### src/rtl/cipher_sequencer.sv
// Sequencer for a serial XOR cipher: loads a key word and a data word through
// external deserializers, XORs them, and streams the result out MSB first.
module cipher_sequencer #(
  parameter int DATA_SIZE = 32
) (
  input  logic                 iClk,
  input  logic                 iRst,
  input  logic                 iStart,
  input  logic                 iAbort,
  input  logic                 iSerial_valid,
  input  logic [DATA_SIZE-1:0] iKey_word,
  input  logic [DATA_SIZE-1:0] iData_word,
  input  logic                 iOut_ready,
  output logic                 oKey_en,
  output logic                 oData_en,
  output logic                 oLoading,
  output logic                 oSerial_out,
  output logic                 oOut_valid,
  output logic                 oBusy,
  output logic                 oDone,
  output logic [2:0]           oState
);

  localparam int CW = $clog2(DATA_SIZE) + 1;
  localparam logic [CW-1:0] LAST = CW'(DATA_SIZE - 1);

  typedef enum logic [2:0] {
    IDLE      = 3'd0,
    LOAD_KEY  = 3'd1,
    LOAD_DATA = 3'd2,
    XOR       = 3'd3,
    SHIFT_OUT = 3'd4,
    DONE      = 3'd5
  } state_t;

  state_t               r_state;
  state_t               w_state_next;
  logic [CW-1:0]        r_cnt;
  logic [DATA_SIZE-1:0] r_result;
  logic                 w_cnt_inc;
  logic                 w_shift;

  always_comb begin
    w_state_next = r_state;
    w_cnt_inc    = 1'b0;
    w_shift      = 1'b0;
    case (r_state)
      IDLE: if (iStart) w_state_next = LOAD_KEY;
      LOAD_KEY: if (iSerial_valid) begin
        w_cnt_inc = 1'b1;
        if (r_cnt == LAST) w_state_next = LOAD_DATA;
      end
      LOAD_DATA: if (iSerial_valid) begin
        w_cnt_inc = 1'b1;
        if (r_cnt == LAST) w_state_next = XOR;
      end
      XOR: w_state_next = SHIFT_OUT;
      SHIFT_OUT: if (iOut_ready) begin
        w_cnt_inc = 1'b1;
        w_shift   = 1'b1;
        if (r_cnt == LAST) w_state_next = DONE;
      end
      DONE:    w_state_next = IDLE;
      default: w_state_next = IDLE;
    endcase
    // Abort overrides everything, including the final bit of a phase.
    if (iAbort && (r_state != IDLE)) begin
      w_state_next = IDLE;
      w_cnt_inc    = 1'b0;
      w_shift      = 1'b0;
    end
  end

  always_ff @(posedge iClk or negedge iRst) begin
    if (!iRst) begin
      r_state  <= IDLE;
      r_cnt    <= '0;
      r_result <= '0;
    end else begin
      r_state <= w_state_next;
      // The counter restarts on every state entry.
      if (w_state_next != r_state) begin
        r_cnt <= '0;
      end else if (w_cnt_inc) begin
        r_cnt <= r_cnt + CW'(1);
      end
      if (r_state == XOR) begin
        r_result <= iKey_word ^ iData_word;
      end else if (w_shift) begin
        r_result <= {r_result[DATA_SIZE-2:0], 1'b0};
      end
    end
  end

  // Enables are gated by reset and abort so no deserializer shifts in those cycles.
  assign oKey_en     = iRst && !iAbort && iSerial_valid && (r_state == LOAD_KEY);
  assign oData_en    = iRst && !iAbort && iSerial_valid && (r_state == LOAD_DATA);
  assign oLoading    = (r_state == LOAD_KEY) || (r_state == LOAD_DATA);
  assign oOut_valid  = (r_state == SHIFT_OUT);
  assign oSerial_out = (r_state == SHIFT_OUT) && r_result[DATA_SIZE-1];
  assign oBusy       = (r_state != IDLE);
  assign oDone       = (r_state == DONE);
  assign oState      = r_state;

endmodule

### config.mk
export PLATFORM = sky130hd
export DESIGN_NAME = cipher_sequencer
export DESIGN_NICKNAME = d
export VERILOG_FILES = /design/src/rtl/cipher_sequencer.sv
export SDC_FILE = /design/constraint.sdc
export NUM_CORES = 1
export LEC_CHECK = 0
export CAP_MARGIN = 10
export CELL_PAD_IN_SITES_DETAIL_PLACEMENT = 1
export CELL_PAD_IN_SITES_GLOBAL_PLACEMENT = 1
export CORE_MARGIN = 2
export CORE_UTILIZATION = 37
export CTS_CLUSTER_DIAMETER = 120
export CTS_CLUSTER_SIZE = 12
export DETAILED_ROUTE_END_ITERATION = 7
export PLACE_DENSITY_LB_ADDON = 0.15
export SYNTH_ARGS = -nofsm -noshare
export SYNTH_HDL_FRONTEND = slang
export SYNTH_SLANG_ARGS = --single-unit
### constraint.sdc
create_clock -name iClk -period 2.75 [get_ports iClk]
set_input_delay 0.55 -clock iClk [delete_from_list [all_inputs] [get_ports iClk]]
set_output_delay 0.55 -clock iClk [all_outputs]
set_load 0.05 [all_outputs]
==> impl_metrics.toml, run 1 <==
[status]
status = "complete, no violations"

[die]
rows = 29
core-area_um2 = 6280
start_util_pct = 37.9
die-width_um = 84.2
pin_count = 80
dieHeight_um = 84.2
dieArea_um2 = 7090

[logic_synthesis]
synth_top_area_share_pct = 43.1
synth_nets = 311
synth_edf_count = 0
yosysSeqAreaShare_pct = 43.1
synth_cell_type_count = 36
yosys_warnings = 0
synth_seq_cells = 41
post_synth.cell_area_avg_um2 = 9.92
synth_top_cell_by_area = "dfrtp_1"
yosysMostFrequentCell = "dfrtp_1"
synth_ff_type = "dfrtp_1"
yosys-top-cells-area = "dfrtp_1, mux2i_1, xor2_1, a21oi_1, nor2_1"
postSynthCellCount = 240
syn_area_um2 = 2380
async_flop_share_pct = 100
synth_commonest_cells = "dfrtp_1, a21oi_1, nor2_1, xor2_1, mux2i_1"

[critical_path]
arrival_ns = 2.07
cp_max_fo = 13
cp_num_buf_inv = 1
path_cells = "nor2_1 -> and3_1 -> clkdlybuf4s50_1"
cp-start-kind = "flip-flop"
end_kind = "primary output"
crit_type = "reg2out"
cp_slowest_cell = "clkdlybuf4s50_1"
crit_path_max_incr_delay_ns = 0.80
rrSetupSlack_ns = 0.81
cp.required_ns = 2.20
cpLargestDelayFamily = "buffers and inverters"

[pwr]
p_leak_nw = 1.35
p_seq_share_pct = 48.5
intPower_mw = 1.10
peakVddDrop_uv = 185
clkPwrFrac_pct = 28.6
p_sw_share_pct = 26.4
switchingPower_mw = 0.394
combPwrFrac_pct = 22.9
power_density_nw_per_um2 = 442

[placement]
port_buffers = 79
pre_cts_ws_ns = 0.400
hpwl_um = 3960
gp_congestion = 0.754

[sta]
fmax_ghz = 0.381
rsz0062_at_grt = "false"
slew_headroom_pct = 59.5
finalClockSkew_ns = 0.00638
worst_slew_pin_slew_ns = 0.608
final.setup.tns_ns = 0
setup_viol = 0
fin_hold_ws_ns = 0.383
finalMaxSlewViolations = 0
finalHoldViolCount = 0
setup_ws_ns = 0.129
finalCritPeriodShare_pct = 95.3
fin_crit_ns = 2.62

[finish]
syn_to_final_growth_pct = 41.7
layout-drive-gt1-share_pct = 7.55
fin_util_pct = 53.7
antennaDiodeCount = 0
fillers = 713
nets = 388

[clocking]
clockBufferDepth = 2
clock-sinks = 41
cts_max_level = 2
clkTransAtPathRegs_ns = 0.07
post_cts_hold_buffer_count = 0
clock_latency_ns = 0.29
clockRootBuffer = "clkbuf_8"
numCtsBuffers = 5
cts_tree = "built"

[global_route]
grt_pass1_vias = 1985
grt_max_degree = 65
antenna_found_initial = 0
grt_pass1_wl_um = 8960
grt_overflow = 0
grt.total_usage_pct = 15.5

[worst_hold_path]
holdCritPathClass = "in2async"

[job]
maxCapViolations = 0

[drt]
ant_nets = 0
drt_iter0_markers = 86
vias_per_cell = 4.96
wl_per_cell_um = 13.3
first_pass_iters = 2
vias = 1961
route.detailed.drc = 0
wl_um = 5250
-- kinds of logic after synthesis --
group / count (synthesis) / synth area share (%)
and+or+nand+nor: 63 / 13.5
buffers and inverters: 17 / 3.89
DFF: 41 / 43.1
AOI/OAI and AO/OA: 47 / 11.0
muxes: 32 / 13.5
xor gates and xnor gates: 38 / 14.0
adders and majority gates: 2 / 0.999
-- routing by layer --
layer | global-route usage (%) | routed length, um
met5 | 0 | 0
met4 | 5.57 | 73
met3 | 3.64 | 253
met2 | 26.3 | 2580
met1 | 19.4 | 2340
-- layout by cell type (no fill, tap or decap), types with 4 or more instances in the layout --
cell type        synthesis  layout
clkdlybuf4s50_1          0      74
nand2_1                  4       4
xor2_1                  35      35
a21oi_1                 38      38
and3_1                   6       6
mux2i_1                 32      32
buf_4                    3       4
clkbuf_8                 0       7
dfrtp_1                 41      41
nor2_1                  37      37
-- worst reg2reg max path: stages, from the launching register on --
cell and delay, ns:
dfrtp_1 0.48, buf_4 0.22, nand4bb_4 0.25, nor2b_1 0.17, o21ai_1 0.22, nand4_1 0.31, a21oi_1 0.23
-- state kept, by name, summed over array words and instances (netlist names) --
name      flops
oState        3
r_cnt         6
r_result     32
-- path summary, 6_finish.rpt --
| kind | startpoint | end | depth (start not counted) |
|---|---|---|---|
| min in group iClk | r_result[0] | r_result[0] | 2 |
| max in group asynchronous | iRst | r_result[2] | 2 |
| max | oState[1] | oSerial_out | 3 |
| min reg2reg | r_result[0] | r_result[0] | 2 |
| min | iRst | r_result[26] | 2 |
| max reg2reg | oState[0] | r_cnt[4] | 6 |
-- final cells by class --
| class | instances | area, um^2 | share of cell area (%) |
|---|---|---|---|
| Timing Repair Buffer | 84 | 861 | 25.5 |
| Sequential cell | 41 | 1030 | 30.4 |
| Clock buffer | 7 | 96.3 | 2.86 |
| Inverter | 3 | 11.3 | 0.334 |
| Tap cell | 77 | 96.3 | 2.86 |
| Clock inverter | 1 | 5.00 | 0.148 |
| Multi-Input combinational cell | 182 | 1280 | 37.9 |
-- repair_timing --
item                       in CTS  in global routing
resized for setup               0                  2
setup endpoints to repair       0                  2
setup buffers                   0                  0
-- power by group through the flow --
stage                     logic, mW  registers, mW  clock network (mW)
after global routing          0.377          0.733               0.475
after global placement        0.337          0.732                   0
after detailed placement      0.346          0.736                   0
after floorplan               0.170          0.728                   0
final                         0.341          0.722               0.426
after CTS                     0.348          0.723               0.445
-- stage by stage --
| stage | cell area [um^2] | power [mW] | cells |
|---|---|---|---|
| after floorplan | 2390 | 0.897 | 240 |
| after global placement | 3270 | 1.07 | 387 |
| after detailed placement | 3270 | 1.08 | 387 |
| after CTS | 3370 | 1.52 | 395 |
| after global routing | 3370 | 1.58 | 395 |
| final | 3370 | 1.49 | 395 |
Power figures use the tool's default switching activity.
==> inputs of run 2 (changes only) <==
PLACE_DENSITY = 0.84   (was not set)
PLACE_DENSITY_LB_ADDON = not set   (was 0.15)
SETUP_SLACK_MARGIN = 0.3   (was not set)
==> run 2 against run 1 <==
Effect of this change:
- sequential cell count stayed put
- via count up 0.87%
- largest cell class unchanged
- first-iteration DRC count grew 29%
- clock power is 19% higher
- global-route usage grew 1.8 points
==> impl_metrics.toml, run 2 (synthesis results as in run 1) <==
[status]
status = "complete, no violations"

[die]
die-width_um = 84.2
dieHeight_um = 84.2
start_util_pct = 37.9
core-area_um2 = 6280
dieArea_um2 = 7090
rows = 29
pin_count = 80

[finish]
layout_common_cells = "clkdlybuf4s50_1, dfrtp_1, a21oi_1, nor2_1, xor2_1"
antennaDiodeCount = 0
nets = 388
largest_register_ffs = 32
fin_cells = 395
fin_area_um2 = 3390
final_common_cell = "clkdlybuf4s50_1"
layout-drive-gt1-share_pct = 8.18
largest_register = "r_result"
fillers = 696
syn_to_final_growth_pct = 42.5

[global_route]
grt_max_degree = 55
grt.total_usage_pct = 17.3
antenna_found_initial = 0
grt_pass1_vias = 2102
grt_pass1_wl_um = 9870
grt_overflow = 0

[critical_path]
reg2reg_from = "oState[0]"
cp_num_buf_inv = 1
crit_type = "reg2out"
arrival_ns = 1.82
cp_slowest_cell = "clkdlybuf4s50_1"
cp-start-kind = "flip-flop"
cp_max_fo = 13
end_kind = "primary output"
cpLargestDelayFamily = "buffers and inverters"
crit_path_max_incr_delay_ns = 0.89
cp.required_ns = 2.20
path_cells = "clkdlybuf4s50_1"
cp-startpoint = "oState[2]"

[placement]
port_buffers = 79
hpwl_um = 4390
pre_cts_ws_ns = 0.345
placedCellCount = 387
dpl_cell_area_um2 = 3280
gp_congestion = 0.770

[sta]
slew_headroom_pct = 57.9
finalHoldViolCount = 0
finalMaxSlewViolations = 0
finalClockSkew_ns = 0.00621
setup_viol = 0
final.setup.tns_ns = 0
fin_crit_ns = 2.37
setup_ws_ns = 0.384
fmax_ghz = 0.423
finalCritPeriodShare_pct = 86.0
rsz0062_at_grt = "false"
worst_slew_pin_slew_ns = 0.624

[drt]
first_pass_iters = 4
vias = 1978
wl_um = 5810
route.detailed.drc = 0
vias_per_cell = 5.01
drt_iter0_markers = 111
ant_nets = 0
wl_per_cell_um = 14.7

[clocking]
cts_tree = "built"
numCtsBuffers = 5
post_cts_hold_buffer_count = 0
clock-sinks = 41
clockRootBuffer = "clkbuf_8"
clkTransAtPathRegs_ns = 0.08
cts_max_level = 2
clock_latency_ns = 0.30
cts_setup_buffers = 0
clockBufferDepth = 2

[job]
maxCapViolations = 0

[pwr]
p_leak_nw = 1.34
finalPower_mw = 1.57
peakVddDrop_uv = 218
power_density_nw_per_um2 = 464

[worst_hold_path]
holdCritPathClass = "in2async"
-- run 2: path summary, 6_finish.rpt --
| kind | to | slack (ns) | cells after the start |
|---|---|---|---|
| max | oState[2] | 0.38 | 1 |
| min | r_result[24] | 0.38 | 2 |
| max reg2reg | r_cnt[2] | 0.75 | 6 |
| min reg2reg | r_result[0] | 0.57 | 2 |
| max in group asynchronous | r_result[27] | 2.02 | 2 |
| min in group iClk | r_result[0] | 0.57 | 2 |
-- run 2: where the power goes --
group	switching, mW	internal (mW)	total, mW
Clock	0.209	0.296	0.505
Sequential	0.0491	0.675	0.724
Combinational	0.152	0.191	0.343
-- run 2: what timing repair did --
action | CTS | global route
resized for setup | 5 | 6
hold endpoints to repair | 0 | 0
setup endpoints to repair | 5 | 4
-- run 2: area by class of cell --
type,count,area [um^2],share of cell area [%]
Tap cell,77,96.3,2.84
Sequential cell,41,1030,30.3
Multi-Input combinational cell,182,1280,37.8
Timing Repair Buffer,84,858,25.3
Inverter,3,11.3,0.332
Clock inverter,1,30.0,0.886
Clock buffer,7,86.3,2.55
-- run 2: stage by stage --
step	util, %	hold slack, ns
2_1_floorplan	-	0.254
3_3_place_gp	52.3	0.522
3_5_place_dp	52.3	0.529
4_1_cts	54.1	0.396
5_1_grt	54.0	0.421
6_report	54.0	0.377
-- run 2: per-layer routing --
metal | track usage [%] | up-vias | part of all wire (%) | routed length (um)
met2 | 31.4 | 52 | 55 | 3180
met3 | 3.34 | 6 | 3.6 | 211
met1 | 20.6 | 938 | 40 | 2340
met4 | 5.28 | 0 | 1.2 | 72
met5 | 0 | - | 0 | 0
li1 | - | 982 | - | -
==> inputs of run 3 (changes only) <==
CORE_UTILIZATION = 34   (was 37)
GPL_ROUTABILITY_DRIVEN = 0   (was not set)
HOLD_SLACK_MARGIN = 0.06   (was not set)
PLACE_DENSITY = 0.78   (was 0.84)
clock period = 2.3 ns   (was 2.75 ns; I/O delays follow)
==> run 3 against run 2 <==
Effect of this change:
- clock power down 10%
- setup slack worse by 0.032 ns
- design area up 1.9%
- sequential share of layout area down 0.46 points
- non-clock buffer count up 5
- critical path depth up 3
- via count up 0.10%
- sequential power up 21%
- die area up 8.4%
- critical path type unchanged
==> impl_metrics.toml, run 3 (synthesis results as in run 1) <==
[global_route]
grt_max_degree = 58
grt_pass1_vias = 2007
grt_pass1_wl_um = 8980
grt_overflow = 0
antenna_found_initial = 0
grt.total_usage_pct = 14.7

[sta]
finalHoldViolCount = 0
finalCritPeriodShare_pct = 84.7
finalMaxSlewViolations = 0
worst_slew_pin_slew_ns = 0.524
final.setup.tns_ns = 0
rsz0062_at_grt = "false"
fin_crit_ns = 1.95
finalClockSkew_ns = 0.00423
slew_headroom_pct = 64.6
fmax_ghz = 0.514
setup_viol = 0

[pwr]
combPwrFrac_pct = 22.9
p_sw_share_pct = 27.7
clkPwrFrac_pct = 26.3
power_density_nw_per_um2 = 498
intPower_mw = 1.24
p_leak_nw = 1.36
finalPower_mw = 1.72
peakVddDrop_uv = 260
switchingPower_mw = 0.476
p_seq_share_pct = 50.8

[placement]
port_buffers = 79
hpwl_um = 4030

[finish]
layout_common_cells = "clkdlybuf4s50_1, a21oi_1, dfrtp_1, nor2_1, xor2_1"
syn_to_final_growth_pct = 45.2
antennaDiodeCount = 0
final_common_cell = "clkdlybuf4s50_1"
multi_input_area_um2 = 1310
nets = 393
largest_register_ffs = 32
largest_register = "r_result"
seqCellArea_um2 = 1030
layout-drive-gt1-share_pct = 13.0
fillers = 765

[clocking]
clockBufferDepth = 2
clock_latency_ns = 0.29
clockRootBuffer = "clkbuf_8"
numCtsBuffers = 5
cts_max_level = 2
post_cts_hold_buffer_count = 0
clkTransAtPathRegs_ns = 0.07
clock-sinks = 41
cts_tree = "built"

[die]
pin_count = 80
die-width_um = 87.7
core-area_um2 = 6790
start_util_pct = 35.0
dieHeight_um = 87.7
dieArea_um2 = 7680
rows = 30

[critical_path]
reg2reg_depth = 5
reg2reg_from = "oState[0]"
rrSetupSlack_ns = 0.51
r2r_end = "r_cnt[3]"
cp.required_ns = 1.84
cp-start-kind = "flip-flop"
cp_max_fo = 8
cp-startpoint = "oState[1]"
crit_type = "reg2out"
end_kind = "primary output"
arrival_ns = 1.49

[drt]
wl_per_cell_um = 12.7
vias_per_cell = 4.73
drt_iter0_markers = 68
ant_nets = 0
wl_um = 5330
first_pass_iters = 4
vias = 1980
route.detailed.drc = 0

[job]
maxCapViolations = 0

[status]
status = "complete, no violations"

[worst_hold_path]
holdCritPathClass = "in2async"
[run 3: changes by cell type in the layout (fill, tap and decap cells not counted), sizes merged]
cell,change
clkdlybuf4s15,-1
dlygate4sd2,+3
buf,+10
dlymetal6s2s,-1
clkdlybuf4s50,-4
bufinv,-1
clkinv,+2
clkbuf,-3
[run 3: how the worst max path moves through the flow]
| stage | endpoint | depth (start not counted) |
|---|---|---|
| after floorplan | oData_en | 2 |
| after global placement | r_cnt[5] | 6 |
| after detailed placement | r_cnt[3] | 6 |
| after CTS | oKey_en | 4 |
| after global routing | oSerial_out | 4 |
| final | oSerial_out | 4 |
[run 3: area by class of cell]
type                       instances  share of cell area, %
multi-input combinational        182                   38.0
sequential                        41                   29.8
timing repair buffer              89                   26.0
tap                               96                   3.48
clock buffer                       6                   2.10
inverter                           3                  0.326
clock inverter                     2                  0.290
[run 3: timing repair]
action	CTS	global route
buffers inserted	0	4
setup endpoints to repair	8	11
gates resized for setup	9	2
pin swaps	0	2
[run 3: metrics by stage]
step           cell area (um^2)  utilization (%)  setup slack [ns]  std cells  hold slack (ns)
2_1_floorplan              2410                -             0.199        240            0.164
3_3_place_gp               3330             49.1             0.176        407            0.527
3_5_place_dp               3330             49.1            0.0960        407            0.545
4_1_cts                    3420             50.3             0.312        415            0.288
5_1_grt                    3460             50.9             0.296        419            0.316
6_report                   3460             50.9             0.353        419            0.264
[run 3: metal layers]
metal | track usage, % | up-vias | share of wire (%)
met3 | 4.24 | 7 | 5.6
li1 | - | 1000 | -
met2 | 25.6 | 59 | 49
met1 | 17.8 | 914 | 44
met5 | 0 | - | 0
met4 | 4.20 | 0 | 1.3
[run 3: power by group through the flow]
stage	Clock [mW]	Combinational (mW)	Sequential [mW]
final	0.452	0.394	0.875
after global routing	0.500	0.437	0.888
after CTS	0.472	0.400	0.874
after detailed placement	0	0.401	0.888
after global placement	0	0.391	0.883
after floorplan	0	0.207	0.871
[run 3: worst max-delay path, cell delays in order, from the launching register on]
cell and delay, ns:
dfrtp_2 0.47, buf_4 0.18, nor2_1 0.16, and3_1 0.19, buf_4 0.20
